==> src/rtl/ascon_out_serializer.sv <==
// Output serializer for the Ascon-128a encrypt wrapper. It captures one
// 128-bit ciphertext block and one 128-bit tag, then streams them as WORD_W-bit
// words. Ciphertext words go first, then tag words, each MS word first.
module ascon_out_serializer #(
  parameter int unsigned WORD_W = 32
) (
  input  logic              CLK,
  input  logic              RST,
  input  logic              in_valid,
  output logic              in_ready,
  input  logic [127:0]      C_IN,
  input  logic [127:0]      T_IN,
  output logic [WORD_W-1:0] out_data,
  output logic              out_valid,
  input  logic              out_ready,
  output logic              out_is_tag,
  output logic              out_last,
  output logic              busy,
  output logic [15:0]       frame_cnt
);

  localparam int unsigned NW = 128 / WORD_W;
  localparam int unsigned CW = (NW > 1) ? $clog2(NW) : 1;
  localparam logic [CW-1:0] LastIdx = CW'(NW - 1);

  localparam logic [1:0] StIdle  = 2'd0;
  localparam logic [1:0] StSendC = 2'd1;
  localparam logic [1:0] StSendT = 2'd2;

  if (!(WORD_W == 8 || WORD_W == 16 || WORD_W == 32 || WORD_W == 64 || WORD_W == 128))
  begin : g_bad_word_w
    $error("ascon_out_serializer: WORD_W must be 8, 16, 32, 64 or 128");
  end

  logic [1:0]     state_q, state_d;
  logic [255:0]   shreg_q, shreg_d;
  logic [CW-1:0]  cnt_q, cnt_d;
  logic           out_valid_q, out_valid_d;
  logic           out_is_tag_q, out_is_tag_d;
  logic           out_last_q, out_last_d;
  logic           busy_q, busy_d;
  logic [15:0]    frame_cnt_q, frame_cnt_d;

  logic capture;
  logic word_acc;
  logic cnt_at_last;

  // Ready in idle, or in the slot where the final tag word leaves this cycle.
  assign in_ready = !RST && ((state_q == StIdle) ||
                             ((state_q == StSendT) && out_last_q && out_ready));

  assign capture     = in_valid && in_ready;
  assign word_acc    = out_valid_q && out_ready;
  assign cnt_at_last = (cnt_q == LastIdx);

  // Next-state logic: load, shift on accept, field/frame transitions.
  always_comb begin
    state_d      = state_q;
    shreg_d      = shreg_q;
    cnt_d        = cnt_q;
    out_valid_d  = out_valid_q;
    out_is_tag_d = out_is_tag_q;
    out_last_d   = out_last_q;
    busy_d       = busy_q;
    frame_cnt_d  = frame_cnt_q;

    unique case (state_q)
      StIdle: begin
        if (capture) begin
          state_d      = StSendC;
          shreg_d      = {C_IN, T_IN};
          cnt_d        = '0;
          out_valid_d  = 1'b1;
          out_is_tag_d = 1'b0;
          out_last_d   = 1'b0;
          busy_d       = 1'b1;
        end
      end
      StSendC: begin
        if (word_acc) begin
          shreg_d = shreg_q << WORD_W;
          if (cnt_at_last) begin
            state_d      = StSendT;
            cnt_d        = '0;
            out_is_tag_d = 1'b1;
            // With a single word per field the first tag word is also the last.
            out_last_d   = (NW == 1);
          end else begin
            cnt_d = cnt_q + CW'(1);
          end
        end
      end
      StSendT: begin
        if (word_acc) begin
          shreg_d = shreg_q << WORD_W;
          if (cnt_at_last) begin
            frame_cnt_d = frame_cnt_q + 16'd1;
            cnt_d       = '0;
            out_last_d  = 1'b0;
            if (capture) begin
              state_d      = StSendC;
              shreg_d      = {C_IN, T_IN};
              out_is_tag_d = 1'b0;
            end else begin
              state_d      = StIdle;
              out_valid_d  = 1'b0;
              out_is_tag_d = 1'b0;
              busy_d       = 1'b0;
            end
          end else begin
            cnt_d      = cnt_q + CW'(1);
            out_last_d = ((cnt_q + CW'(1)) == LastIdx);
          end
        end
      end
      default: begin
        state_d = StIdle;
      end
    endcase
  end

  // State registers with asynchronous active-high reset.
  always_ff @(posedge CLK or posedge RST) begin
    if (RST) begin
      state_q      <= StIdle;
      shreg_q      <= '0;
      cnt_q        <= '0;
      out_valid_q  <= 1'b0;
      out_is_tag_q <= 1'b0;
      out_last_q   <= 1'b0;
      busy_q       <= 1'b0;
      frame_cnt_q  <= '0;
    end else begin
      state_q      <= state_d;
      shreg_q      <= shreg_d;
      cnt_q        <= cnt_d;
      out_valid_q  <= out_valid_d;
      out_is_tag_q <= out_is_tag_d;
      out_last_q   <= out_last_d;
      busy_q       <= busy_d;
      frame_cnt_q  <= frame_cnt_d;
    end
  end

  assign out_data   = shreg_q[255 -: WORD_W];
  assign out_valid  = out_valid_q;
  assign out_is_tag = out_is_tag_q;
  assign out_last   = out_last_q;
  assign busy       = busy_q;
  assign frame_cnt  = frame_cnt_q;

endmodule

==> config.mk <==
export PLATFORM = sky130hd
export DESIGN_NAME = ascon_out_serializer
export DESIGN_NICKNAME = d
export VERILOG_FILES = /design/src/rtl/ascon_out_serializer.sv
export SDC_FILE = /design/constraint.sdc
export NUM_CORES = 1
export LEC_CHECK = 0
export BUFFER_PORTS_ARGS = -buffer_cell sky130_fd_sc_hd__buf_2
export CAP_MARGIN = 10
export CORE_AREA = 2 2 233 235
export CTS_CLUSTER_SIZE = 12
export DETAILED_ROUTE_END_ITERATION = 8
export DIE_AREA = 0 0 235 237
export GPL_ROUTABILITY_DRIVEN = 0
export SLEW_MARGIN = 20
export SYNTH_ARGS = -nofsm -noshare
export SYNTH_HDL_FRONTEND = slang
export SYNTH_SLANG_ARGS = --single-unit
==> constraint.sdc <==
create_clock -name CLK -period 8.2 [get_ports CLK]
set_clock_uncertainty 0.05 [all_clocks]
set_input_delay 0.82 -clock CLK [delete_from_list [all_inputs] [get_ports CLK]]
set_output_delay 0.82 -clock CLK [all_outputs]
set_load 0.03 [all_outputs]
# == Word-level counts from Yosys, hierarchy flattened ==
# Index checks and enable logic that the tools add are counted.
# op_classes
eq_ne,11
n_mux,31
n_reduce_logical,19
n_addsub,2
# op_table
cell,count
2-to-1 mux 256 bit,5
case mux 256 bit (3 select lines),1
"adder 16 x 1 -> 16 bit, second input constant",1
2-to-1 mux 2 bit,8
AND reduction 5 bit,3
2-to-1 mux 1 bit,12
"inequality test 2 bit, second input constant",6
"equality test 2 bit, second input constant",3
case mux 1 bit (3 select lines),2
case mux 2 bit (3 select lines),1
AND reduction 3 bit,2
AND reduction 6 bit,1
logical AND 1 bit,5
case mux 2 bit (2 select lines),1
AND reduction 4 bit,1
nonzero test 2 bit,2
nonzero test 3 bit,1
"adder 2 x 1 -> 2 bit, second input constant",1
"equality test 2 x 1 -> 1 bit, second input constant",1
logical NOT 2 bit,1
"inequality test 2 x 1 -> 1 bit, second input constant",1
case mux 1 bit (2 select lines),1
OR reduction 2 bit,1
logical NOT 1 bit,1
logical OR 1 bit,1
# word_totals
inputBits,260
elab_cells,70
regBits,279

# == Longest topological paths before layout ==
# Gate-level depths: netlist (run 1).
# logic_depth
word_depth,10
depth_mapped,10
ltp_nobuf,6

# == Least setup slack after synthesis (run 1) ==
# Ideal clock, no wire load.
# synth_path
path_kind,input to output
start,input out_ready
end,output in_ready
setup_slack_ns,5.768
path_stages,3
required_time_ns,7.330
t_arrival_ns,1.562
cell_sequence,buf_2 > a31oi_1 > nor2_1
# synth_via
elab_chain_cells,3
# synth_rtl
item,line,text
start: declaration,15,"input logic out_ready,"
logical AND 1 bit,50,((state_q == StSendT) && out_last_q && out_ready));
logical OR 1 bit,49,assign in_ready = !RST && ((state_q == StIdle) ||
logical AND 1 bit,49,
end: declaration,10,"output logic in_ready,"
# Every way passes these cells.

# == Final worst setup path (run 1) ==
# layout_path
start,register state_q[1]
end,register shreg_q[168]
# layout_via
elab_chain_cells,10
elab_cells_between_ends,17
cone_classes,eq/ne (5); mux (4); reduce/logical (8)
# layout_rtl
item,line,text
start: declaration,35,"logic [1:0] state_q, state_d;"
start signal: assignment,125,state_q <= StIdle;
start signal: assignment,134,state_q <= state_d;
equality test 2 bit,"50, 67",
logical AND 1 bit (2 in a row),50,
logical OR 1 bit,49,
logical AND 1 bit,49,
logical AND 1 bit,52,assign capture = in_valid && in_ready;
2-to-1 mux 256 bit,100,if (capture) begin
2-to-1 mux 256 bit,96,if (cnt_at_last) begin
2-to-1 mux 256 bit,94,if (word_acc) begin
case mux 256 bit (3 select lines),67,unique case (state_q)
end signal: assignment,135,shreg_q <= shreg_d;
end: declaration,36,"logic [255:0] shreg_q, shreg_d;"
# Several ways; a longest one is shown, not always the timed one. The select of a mux whose other input is x is not followed.
# A chain may end at the register's enable or synchronous reset.

==> results of run 1 <==
## logic make-up after synthesis
group / count (synthesis) / share of synthesized area, %
flops: 279 / 44.3
simple gates: 405 / 12.3
buf+inv: 241 / 7.24
xor+xnor: 15 / 0.834
compound gates: 727 / 34.5
mux: 3 / 0.207
fa+ha+maj: 7 / 0.556
## sequential cells by signal, summed over array words and instances (netlist names)
register	flops
busy	1
cnt_q	2
frame_cnt	16
out_is_tag	1
out_last	1
shreg_q	256
state_q	2
## worst paths after layout
kind                       depth (start not counted)                        end                      start  slack [ps]
setup reg to reg                                   7   shreg_q[168]$_DFFE_PP0P_     state_q[1]$_DFFE_PP0P_        4020
max in group asynchronous                          4    shreg_q[92]$_DFFE_PP0P_                        RST        5890
hold / removal                                     2   frame_cnt[1]$_DFFE_PP0P_                        RST         290
hold reg to reg                                    1  frame_cnt[15]$_DFFE_PP0P_  frame_cnt[15]$_DFFE_PP0P_         420
min in group CLK                                   1  frame_cnt[15]$_DFFE_PP0P_  frame_cnt[15]$_DFFE_PP0P_         420
setup / recovery                                   7   shreg_q[168]$_DFFE_PP0P_     state_q[1]$_DFFE_PP0P_        4020
## routing by layer
metal	vias to the layer above	routed length, um	track usage (%)	share of wire (%)
met4	28	1590	7.21	2.8
met3	117	3530	4.45	6.3
li1	6898	-	-	-
met5	-	156	0	0.28
met2	512	25300	29.4	45
met1	7322	25600	26.7	46
## cell type report
class                   instances  area [um2]
clock inverters                12         126
multi-input cells            1157        7670
fillers                      5482       34700
repair buffers                331        1730
inverters                       8        41.3
well taps                     696         871
flip-flops and latches        279        6980
clock buffers                  53        1090
diodes                         22        55.1
## stage by stage
step / utilization (%) / setup slack, ps / std cells / hold slack [ps] / area (um2)
after global placement: 32.5 / 4140 / 2471 / 412 / 17300
after detailed placement: 32.5 / 4060 / 2471 / 415 / 17300
final: 34.8 / 4020 / 2558 / 288 / 18600
after CTS: 34.7 / 4020 / 2536 / 268 / 18500
after floorplan: - / 3640 / 1677 / 418 / 15800
after global routing: 34.8 / 3750 / 2554 / 303 / 18600
## power by group through the flow
stage          clock network, mW  logic (mW)  registers, mW
2_1_floorplan                  0        2.86           2.23
5_1_grt                     1.73        3.98           2.52
3_5_place_dp                   0        3.59           2.47
6_report                    1.63        3.60           2.44
4_1_cts                     1.68        3.60           2.45
3_3_place_gp                   0        3.50           2.45
## synthesized netlist by cell type (2+ instances only)
| cell type | instances |
|---|---|
| a21oi_1 | 146 |
| a22o_1 | 34 |
| a22oi_1 | 84 |
| a31oi_1 | 3 |
| and3_1 | 141 |
| and4_1 | 3 |
| buf_1 | 5 |
| buf_2 | 77 |
| buf_4 | 35 |
| clkbuf_1 | 115 |
| dfrtp_1 | 279 |
| ha_1 | 7 |
| inv_1 | 8 |
| mux2_2 | 2 |
| nand2_1 | 238 |
| nand3_1 | 3 |
| nand4_1 | 6 |
| nor2_1 | 6 |
| nor3_1 | 3 |
| o211ai_1 | 225 |
| o221ai_1 | 224 |
| o2bb2ai_1 | 2 |
| xnor2_1 | 10 |
| xor2_1 | 5 |
==> flow_summary_export.csv, run 1 <==
group,metric,value,unit
hold_path,hold_class,"input port to asynchronous set/reset pin",
yosys,synth_cell_types,40,
detailed_routing,vias,14900,
timing,finalHoldViolCount,0,
cts,postCtsSetupBuffers,0,
critical_path,critPathKind,"register to register",
cts,numCtsBuffers,37,
critical_path,cp_common_cell,"buf_4",
cells_and_area,final_cell_mix,"buf_2, dfrtp_1, nand2_1, o211ai_1, o221ai_1",
grt,antenna_found_initial,37,
timing,finalSetupTns,0,ps
yosys,ys.warnings.count,0,
floorplan,rows,85,
power_and_ir_drop,p_comb_share,46.9,%
detailed_routing,first_pass_iters,5,
detailed_routing,drt-initial-drc-count,1358,
yosys,syn_nets,1944,
floorplan,die_w,235,um
floorplan,dieArea,55700,um2
power_and_ir_drop,power.internal,3.99,mW
yosys,synthFlopType,"dfrtp_1",
floorplan,start_util,29.6,%
power_and_ir_drop,ir_drop,0.311,mV
critical_path,worstPathCellList,"inv_1 -> ha_4 -> or3b_1 -> a22o_4 -> buf_4 -> buf_4 -> o211ai_1",
grt,grt_pass1_vias,14300,
critical_path,worst_path_max_delay_cell,"buf_4",
place,dpl.hpwl,34.7,mm
detailed_routing,ant_nets,0,
cts,cts_tree,"done",
critical_path,critPathTopFamily,"buffers and inverters",
cts,clock_sinks,279,
critical_path,cp_max_fo,88,
power_and_ir_drop,clkPwrFrac,21.3,%
critical_path,worstPathRequired,8510,ps
power_and_ir_drop,design_power_total,7.68,mW
place,portBuffers,312,
cts,insertion_delay,550,ps
grt,gr-total-overflow,0,
cts,root_buffer,"clkbuf_16",
timing,fin_crit_sh,51.0,%
detailed_routing,drcViolationCount,0,
cells_and_area,area_delta_synth_final,17.9,%
yosys,synth_area_leaders,"dfrtp_1, o221ai_1, o211ai_1, nand2_1, and3_1",
critical_path,cp.buffers_inverters,3,
yosys,yosysSeqAreaShare,44.3,%
power_and_ir_drop,p_per_area,413,nW/um2
timing,fmax,0.239,GHz
yosys,syn_avg_cell_area,9.39,um2
detailed_routing,vias_per_cell,5.82,
timing,setup_viol,0,
cts,h-tree-depth,2,
yosys,synth_edf_count,0,
timing,drv_slew,0,
yosys,synth_top_area_share,44.3,%
yosys,ys_ff_latch,279,
power_and_ir_drop,p_switching,3.68,mW
detailed_routing,drt-total-wl,56.1,mm
yosys,synth_area,15800,um2
status,status,"completed",
grt,track_usage,19.3,%
cts,clk_pin_slew,60,ps
yosys,netlist_instances,1677,
critical_path,cp-end-kind,"register",
timing,rsz0062_at_grt,"no",
power_and_ir_drop,p_leak,7.93,nW
critical_path,slowest_delay,800,ps
cts,clockBufferDepth,3,
grt,grt_pass1_wl,86.2,mm
cells_and_area,nets,2081,
detailed_routing,wl_per_cell,21.9,um
critical_path,cp.arrival,4500,ps
yosys,async_reset_ff_share,100,%
critical_path,cp-start-kind,"register",
timing,tightestPinTransition,1220,ps
cts,cts_hold_buf,0,
cts,ctsResizeCount,0,
timing,final.min_clock_period,4180,ps
grt,grt_max_degree,225,
power_and_ir_drop,swShare,48.0,%
floorplan,die-height,237,um
floorplan,core_region_area,53300,um2
cells_and_area,drive_gt1_share,21.8,%
floorplan,io_pins,313,
flow_run,max_cap_viol_count,0,
yosys,synth_area_leader_cell,"dfrtp_1",
cells_and_area,final_common_cell,"buf_2",
timing,maxSlewHeadroom,18.9,%
power_and_ir_drop,power.share.sequential,31.8,%
Power figures use the tool's default switching activity.
==> run 2: changes to the inputs <==
==> constraint.sdc (replaced) <==
create_clock -name CLK -period 4.18 [get_ports CLK]
set_clock_uncertainty 0.05 [all_clocks]
set_input_delay 0.418 -clock CLK [delete_from_list [all_inputs] [get_ports CLK]]
set_output_delay 0.418 -clock CLK [all_outputs]
set_load 0.03 [all_outputs]
==> run 2 against run 1 <==
- power grew 99%
- cell area grew 1.2%
- register-to-register slack lost 2800 ps
- sequential power grew 96%
- largest cell class unchanged
- first-iteration DRC count grew 12%
- sequential share of layout area shrank 0.45 points
- clock-buffer cell count shrank 3
- combinational power grew 100%
- hold slack lost 250 ps
- utilization grew 0.43 points
- highest routed layer unchanged
==> flow_summary_export.csv, run 2 (same netlist as run 1, synthesis figures left out) <==
group,metric,value,unit
status,status,"completed",
detailed_routing,vias,14800,
power_and_ir_drop,design_power_total,15.3,mW
timing,drv_slew,0,
power_and_ir_drop,p_switching,7.20,mW
floorplan,start_util,29.6,%
power_and_ir_drop,p_comb_share,47.1,%
place,dpl.hpwl,34.7,mm
cells_and_area,final_cell_mix,"buf_2, dfrtp_1, nand2_1, o211ai_1, o221ai_1",
cts,clock_sinks,279,
timing,finalHoldViolCount,0,
grt,grt_max_degree,183,
detailed_routing,drt-initial-drc-count,1523,
power_and_ir_drop,power.share.sequential,31.3,%
floorplan,io_pins,313,
timing,tightestPinTransition,1110,ps
floorplan,die-height,237,um
cells_and_area,largest_reg_flops,256,
critical_path,worstPathCellList,"inv_1 -> ha_4 -> buf_4 -> buf_4 -> o21ai_0 -> o2bb2ai_1",
cts,root_buffer,"clkbuf_16",
cts,clockBufferDepth,3,
cells_and_area,nets,2089,
critical_path,cp_max_fo,59,
cells_and_area,final_common_cell,"buf_2",
power_and_ir_drop,clkPwrFrac,21.6,%
hold_path,hold_class,"input port to register",
power_and_ir_drop,swShare,47.2,%
detailed_routing,vias_per_cell,5.77,
critical_path,cp-start-kind,"register",
cells_and_area,stdcell_area,18800,um2
power_and_ir_drop,p_per_area,812,nW/um2
detailed_routing,drcViolationCount,0,
floorplan,dieArea,55700,um2
cells_and_area,area_delta_synth_final,19.3,%
detailed_routing,first_pass_iters,5,
critical_path,worstPathRequired,4520,ps
power_and_ir_drop,ir_drop,0.713,mV
timing,hold_slack,34.2,ps
timing,finalSetupTns,0,ps
flow_run,max_cap_viol_count,0,
cts,postCtsSetupBuffers,0,
grt,gr-total-overflow,0,
floorplan,rows,85,
grt,grt_pass1_vias,13700,
timing,maxSlewHeadroom,26.3,%
timing,fin_crit_sh,70.2,%
place,place_inst,2471,
detailed_routing,ant_nets,0,
timing,setup_slack,1250,ps
grt,grt_pass1_wl,85.5,mm
grt,antenna_found_initial,37,
cells_and_area,regMostFlops,"shreg_q",
grt,track_usage,19.3,%
cts,h-tree-depth,2,
timing,setup_viol,0,
place,portBuffers,312,
critical_path,cp-end-kind,"register",
timing,final.min_clock_period,2930,ps
cells_and_area,final_util,35.3,%
cts,cts_tree,"done",
cts,insertion_delay,550,ps
critical_path,worst_path_max_delay_cell,"buf_4",
timing,fmax,0.341,GHz
place,dp_slack,1240,ps
cells_and_area,fin_cells,2565,
floorplan,die_w,235,um
detailed_routing,drt-total-wl,55.9,mm
floorplan,core_region_area,53300,um2
cts,clk_pin_slew,60,ps
critical_path,critPathKind,"register to register",
cts,numCtsBuffers,36,
critical_path,critPathTopFamily,"buffers and inverters",
detailed_routing,wl_per_cell,21.8,um
cells_and_area,drive_gt1_share,21.7,%
power_and_ir_drop,p_leak,8.03,nW
critical_path,cp.buffers_inverters,3,
timing,rsz0062_at_grt,"no",
critical_path,slowest_delay,590,ps
place,placed_area,17400,um2
power_and_ir_drop,power.internal,8.07,mW
critical_path,cp.arrival,3270,ps
critical_path,cp_common_cell,"buf_4",
==> run 2: cell count changes in the layout (fill, tap and decap cells not counted) <==
cell / previous run / this run
buf_12: 2 / 11
buf_4: 17 / 8
dlygate4sd3_1: 0 / 9
bufinv_16: 2 / 5
clkbuf_16: 39 / 36
clkbuf_1: 8 / 6
clkbuf_8: 6 / 8
clkinv_4: 2 / 0
clkinvlp_4: 3 / 1
clkinv_2: 5 / 6
clkinv_8: 0 / 1
==> run 2: layout make-up <==
class                   instances  area (um2)
well taps                     696         871
repair buffers                340        1930
fillers                      5428       34500
flip-flops and latches        279        6980
multi-input cells            1157        7670
clock inverters                13         205
inverters                       8        41.3
clock buffers                  50        1030
diodes                         22        55.1
==> run 2: power groups by stage <==
stage / Combinational [mW] / Clock [mW] / Sequential, mW
final: 7.19 / 3.30 / 4.78
after global routing: 7.94 / 3.50 / 4.92
after CTS: 7.21 / 3.39 / 4.79
after detailed placement: 7.20 / 0 / 4.83
after global placement: 7.02 / 0 / 4.79
after floorplan: 5.62 / 0 / 4.37
==> run 2: worst paths after layout <==
| check | start | to | slack (ps) | cells after the start |
|---|---|---|---|---|
| max | state_q[0]$_DFFE_PP0P_ | cnt_q[1]$_DFFE_PP0P_ | 1250 | 6 |
| min | T_IN[15] | shreg_q[15]$_DFFE_PP0P_ | 30 | 2 |
| max in group asynchronous | RST | shreg_q[79]$_DFFE_PP0P_ | 2500 | 4 |
| max reg2reg | state_q[0]$_DFFE_PP0P_ | cnt_q[1]$_DFFE_PP0P_ | 1250 | 6 |
| min reg2reg | frame_cnt[15]$_DFFE_PP0P_ | frame_cnt[15]$_DFFE_PP0P_ | 430 | 1 |
| min in group asynchronous | RST | shreg_q[64]$_DFFE_PP0P_ | 510 | 3 |
==> run 2: timing repair <==
item                                   CTS  global route
hold buffers                             9             0
gates resized for setup                  0             0
endpoints found under the hold margin   31             0
==> run 2: routing by layer <==
metal  GRT usage [%]  vias up  share of wire (%)
li1                -     6921                  -
met1            27.4     7235                 46
met3            5.21       96                6.8
met5               0        -               0.33
met4            7.56       32                2.8
met2            27.6      505                 45
==> run 2: worst register-to-register path, delay by kind of cell, from the launching register on <==
family	cells	cell delay, ps
compound gates	2	500
buf+inv	3	1250
fa+ha+maj	1	550
flops	1	420
==> run 3: changes to the inputs <==
--- a/config.mk
+++ b/config.mk
@@ -5,12 +5,13 @@
 export SDC_FILE = /design/constraint.sdc
 export NUM_CORES = 1
 export LEC_CHECK = 0
+export ABC_AREA = 1
 export BUFFER_PORTS_ARGS = -buffer_cell sky130_fd_sc_hd__buf_2
 export CAP_MARGIN = 10
-export CORE_AREA = 2 2 233 235
+export CORE_AREA = 2 2 262 264
 export CTS_CLUSTER_SIZE = 12
 export DETAILED_ROUTE_END_ITERATION = 8
-export DIE_AREA = 0 0 235 237
+export DIE_AREA = 0 0 264 266
 export GPL_ROUTABILITY_DRIVEN = 0
 export SLEW_MARGIN = 20
 export SYNTH_ARGS = -nofsm -noshare
==> constraint.sdc (replaced) <==
create_clock -name CLK -period 2.5 [get_ports CLK]
set_clock_uncertainty 0.05 [all_clocks]
set_input_delay 0.25 -clock CLK [delete_from_list [all_inputs] [get_ports CLK]]
set_output_delay 0.25 -clock CLK [all_outputs]
set_load 0.03 [all_outputs]
==> run 3 against run 2 <==
- critical path depth up 1
- worst setup slack worse by 1100 ps
- register-to-register slack worse by 1000 ps
- non-clock buffer count up 173
- via count up 48%
- global-route usage up 1.4 points
- final cell count up 73%
- combinational power rose to 2.8 times the previous value
- sequential cell count unchanged
- largest cell class unchanged
==> flow_summary_export.csv, run 3 <==
group,metric,value,unit
power_and_ir_drop,p_per_area,1370,nW/um2
yosys,synth_most_common_cell,"nand2_1",
detailed_routing,first_pass_iters,5,
cells_and_area,stdcell_area,25100,um2
detailed_routing,ant_nets,0,
cts,clockBufferDepth,3,
floorplan,io_pins,313,
floorplan,core_region_area,67700,um2
grt,track_usage,20.7,%
grt,grt_max_degree,122,
floorplan,dieArea,70200,um2
critical_path,cp.depth,7,
place,placed_area,22600,um2
status,status,"completed",
cells_and_area,largest_reg_flops,256,
timing,fin_crit_sh,93.9,%
critical_path,worstPathCellList,"inv_1 -> ha_4 -> a21oi_2 -> nor2_4 -> buf_12 -> buf_12 -> buf_2",
power_and_ir_drop,p_leak,13.8,nW
cts,insertion_delay,570,ps
critical_path,cp-start-kind,"register",
detailed_routing,drt-total-wl,74.5,mm
timing,hold_slack,12.6,ps
critical_path,cp.buffers_inverters,4,
floorplan,die-height,266,um
yosys,syn_nets,3528,
hold_path,hold_class,"input port to register",
yosys,syn_avg_cell_area,6.14,um2
critical_path,slowest_delay,430,ps
timing,fmax,0.426,GHz
yosys,synth_common_cells,"nand2_1, inv_1, a21oi_1",
timing,tightestPinTransition,794,ps
floorplan,rows,96,
flow_run,max_cap_viol_count,0,
cells_and_area,n_fill_cell,7293,
yosys,synth_area,20000,um2
critical_path,critPathKind,"register to output port",
timing,finalHoldViolCount,0,
cts,root_buffer,"clkbuf_16",
critical_path,cp.arrival,2050,ps
floorplan,start_util,29.5,%
power_and_ir_drop,ir_drop,0.873,mV
timing,maxSlewHeadroom,47.1,%
cts,clock_sinks,279,
cells_and_area,nets,3791,
critical_path,worstPathRequired,2200,ps
timing,rsz0062_at_grt,"no",
cts,clk_pin_slew,60,ps
yosys,synthFlopType,"dfrtp_1",
yosys,yosysSeqAreaShare,34.9,%
yosys,async_reset_ff_share,100,%
cts,cts_tree,"done",
cells_and_area,final_util,37.1,%
power_and_ir_drop,design_power_total,34.5,mW
timing,setup_viol,0,
critical_path,critPathTopFamily,"buffers and inverters",
grt,grt_pass1_vias,20200,
grt,grt_pass1_wl,117,mm
timing,final.min_clock_period,2350,ps
cells_and_area,multi_input_area,10100,um2
detailed_routing,vias,21800,
detailed_routing,vias_per_cell,4.92,
cells_and_area,final_cell_mix,"nand2_1, inv_1, a21oi_1, buf_2, dfrtp_1",
place,portBuffers,312,
critical_path,cp_common_cell,"buf_12",
cells_and_area,regMostFlops,"shreg_q",
detailed_routing,drt-initial-drc-count,2088,
critical_path,cp-end-kind,"output port",
cells_and_area,regArea,6980,um2
cells_and_area,final_common_cell,"nand2_1",
grt,gr-total-overflow,0,
detailed_routing,wl_per_cell,16.8,um
yosys,synth_cell_types,27,
floorplan,die_w,264,um
critical_path,worst_path_max_delay_cell,"dfrtp_1",
yosys,ys.warnings.count,0,
yosys,ys_ff_latch,279,
yosys,synth_area_leaders,"dfrtp_1, nand2_1, a21oi_1, inv_1, nand4_1",
detailed_routing,drcViolationCount,0,
yosys,synth_area_leader_cell,"dfrtp_1",
place,dpl.hpwl,47.2,mm
yosys,synth_top_area_share,34.9,%
cells_and_area,area_delta_synth_final,25.6,%
yosys,netlist_instances,3261,
cells_and_area,drive_gt1_share,13.2,%
cts,h-tree-depth,2,
timing,drv_slew,0,
yosys,synth_edf_count,0,
cts,numCtsBuffers,38,
grt,antenna_found_initial,6,
critical_path,rr_worst_depth,10,
critical_path,cp_max_fo,18,
hold_path,hold_depth,5,
==> run 3: cell types whose count changed after synthesis, sizes merged, moves of 44 or more <==
cell,previous run,this run
a21oi,147,454
a22oi,84,0
and3,141,0
clkbuf,115,181
inv,8,474
nand2,238,1217
nand3,3,232
nand4,6,230
o211ai,225,0
o21ai,1,45
o221ai,224,0
==> run 3: area by class of cell <==
cell class,count,share of cell area (%)
Antenna cell,3,0.0299
Timing Repair Buffer,513,15.6
Multi-Input combinational cell,2218,40.0
Clock buffer,58,4.57
Clock inverter,10,0.513
Tap cell,882,4.39
Inverter,474,7.12
Sequential cell,279,27.8
==> run 3: where the power goes <==
group | switching [mW] | internal, mW | total [mW] | leakage [nW]
clock network | 2.24 | 3.48 | 5.71 | 0.632
registers | 1.96 | 6.66 | 8.62 | 3.51
logic | 13.1 | 7.12 | 20.2 | 9.67
==> run 3: logic make-up after synthesis <==
group                      Yosys count  share of synthesized area, %
AOI/OAI and AO/OA                  502                          12.6
xor gates and xnor gates            10                         0.438
adders and majority gates            7                         0.438
buffers and inverters              764                          15.2
DFF                                279                          34.9
and+or+nand+nor                   1699                          36.4
==> run 3: per-layer routing <==
layer / part of all wire [%] / global-route usage (%) / routed length, um / up-vias
met5: 0.055 / 0 / 41 / -
met2: 47 / 33.7 / 34800 / 765
li1: - / - / - / 10900
met3: 6.1 / 2.71 / 4520 / 97
met1: 45 / 28.9 / 33600 / 10100
met4: 2.1 / 5.36 / 1570 / 6
==> run 3: final timing paths <==
path	startpoint	end	slack, ps
setup reg to reg	state_q[1]$_DFFE_PP0P_	shreg_q[136]$_DFFE_PP0P_	230
max in group asynchronous	RST	shreg_q[221]$_DFFE_PP0P_	1190
hold reg to reg	shreg_q[243]$_DFFE_PP0P_	shreg_q[243]$_DFFE_PP0P_	420
setup / recovery	state_q[1]$_DFFE_PP0P_	in_ready	150
hold / removal	C_IN[37]	shreg_q[165]$_DFFE_PP0P_	10
min in group asynchronous	RST	frame_cnt[8]$_DFFE_PP0P_	310
==> run 3: timing repair <==
action,CTS,global route
cloned,1,0
hold endpoints to repair,127,0
setup buffers,2,0
setup endpoints to repair,1,4
hold buffers,119,0
gates resized for setup,3,3
pin swaps,1,0
==> run 3: tightest hold or removal path: stages <==
cell and delay, ps:
buf_2 100, inv_1 80, a21oi_1 70, nand2_1 60
nand2_1 40
==> run 3: per-stage QoR <==
stage | cells | TNS, ps | worst slack (ps)
floorplan | 3261 | -1153110 | -3270
global placement | 4243 | 0 | 240
finish | 4437 | 0 | 152
CTS | 4433 | 0 | 47.6
global route | 4436 | 0 | 37.9
detailed placement | 4243 | 0 | 171
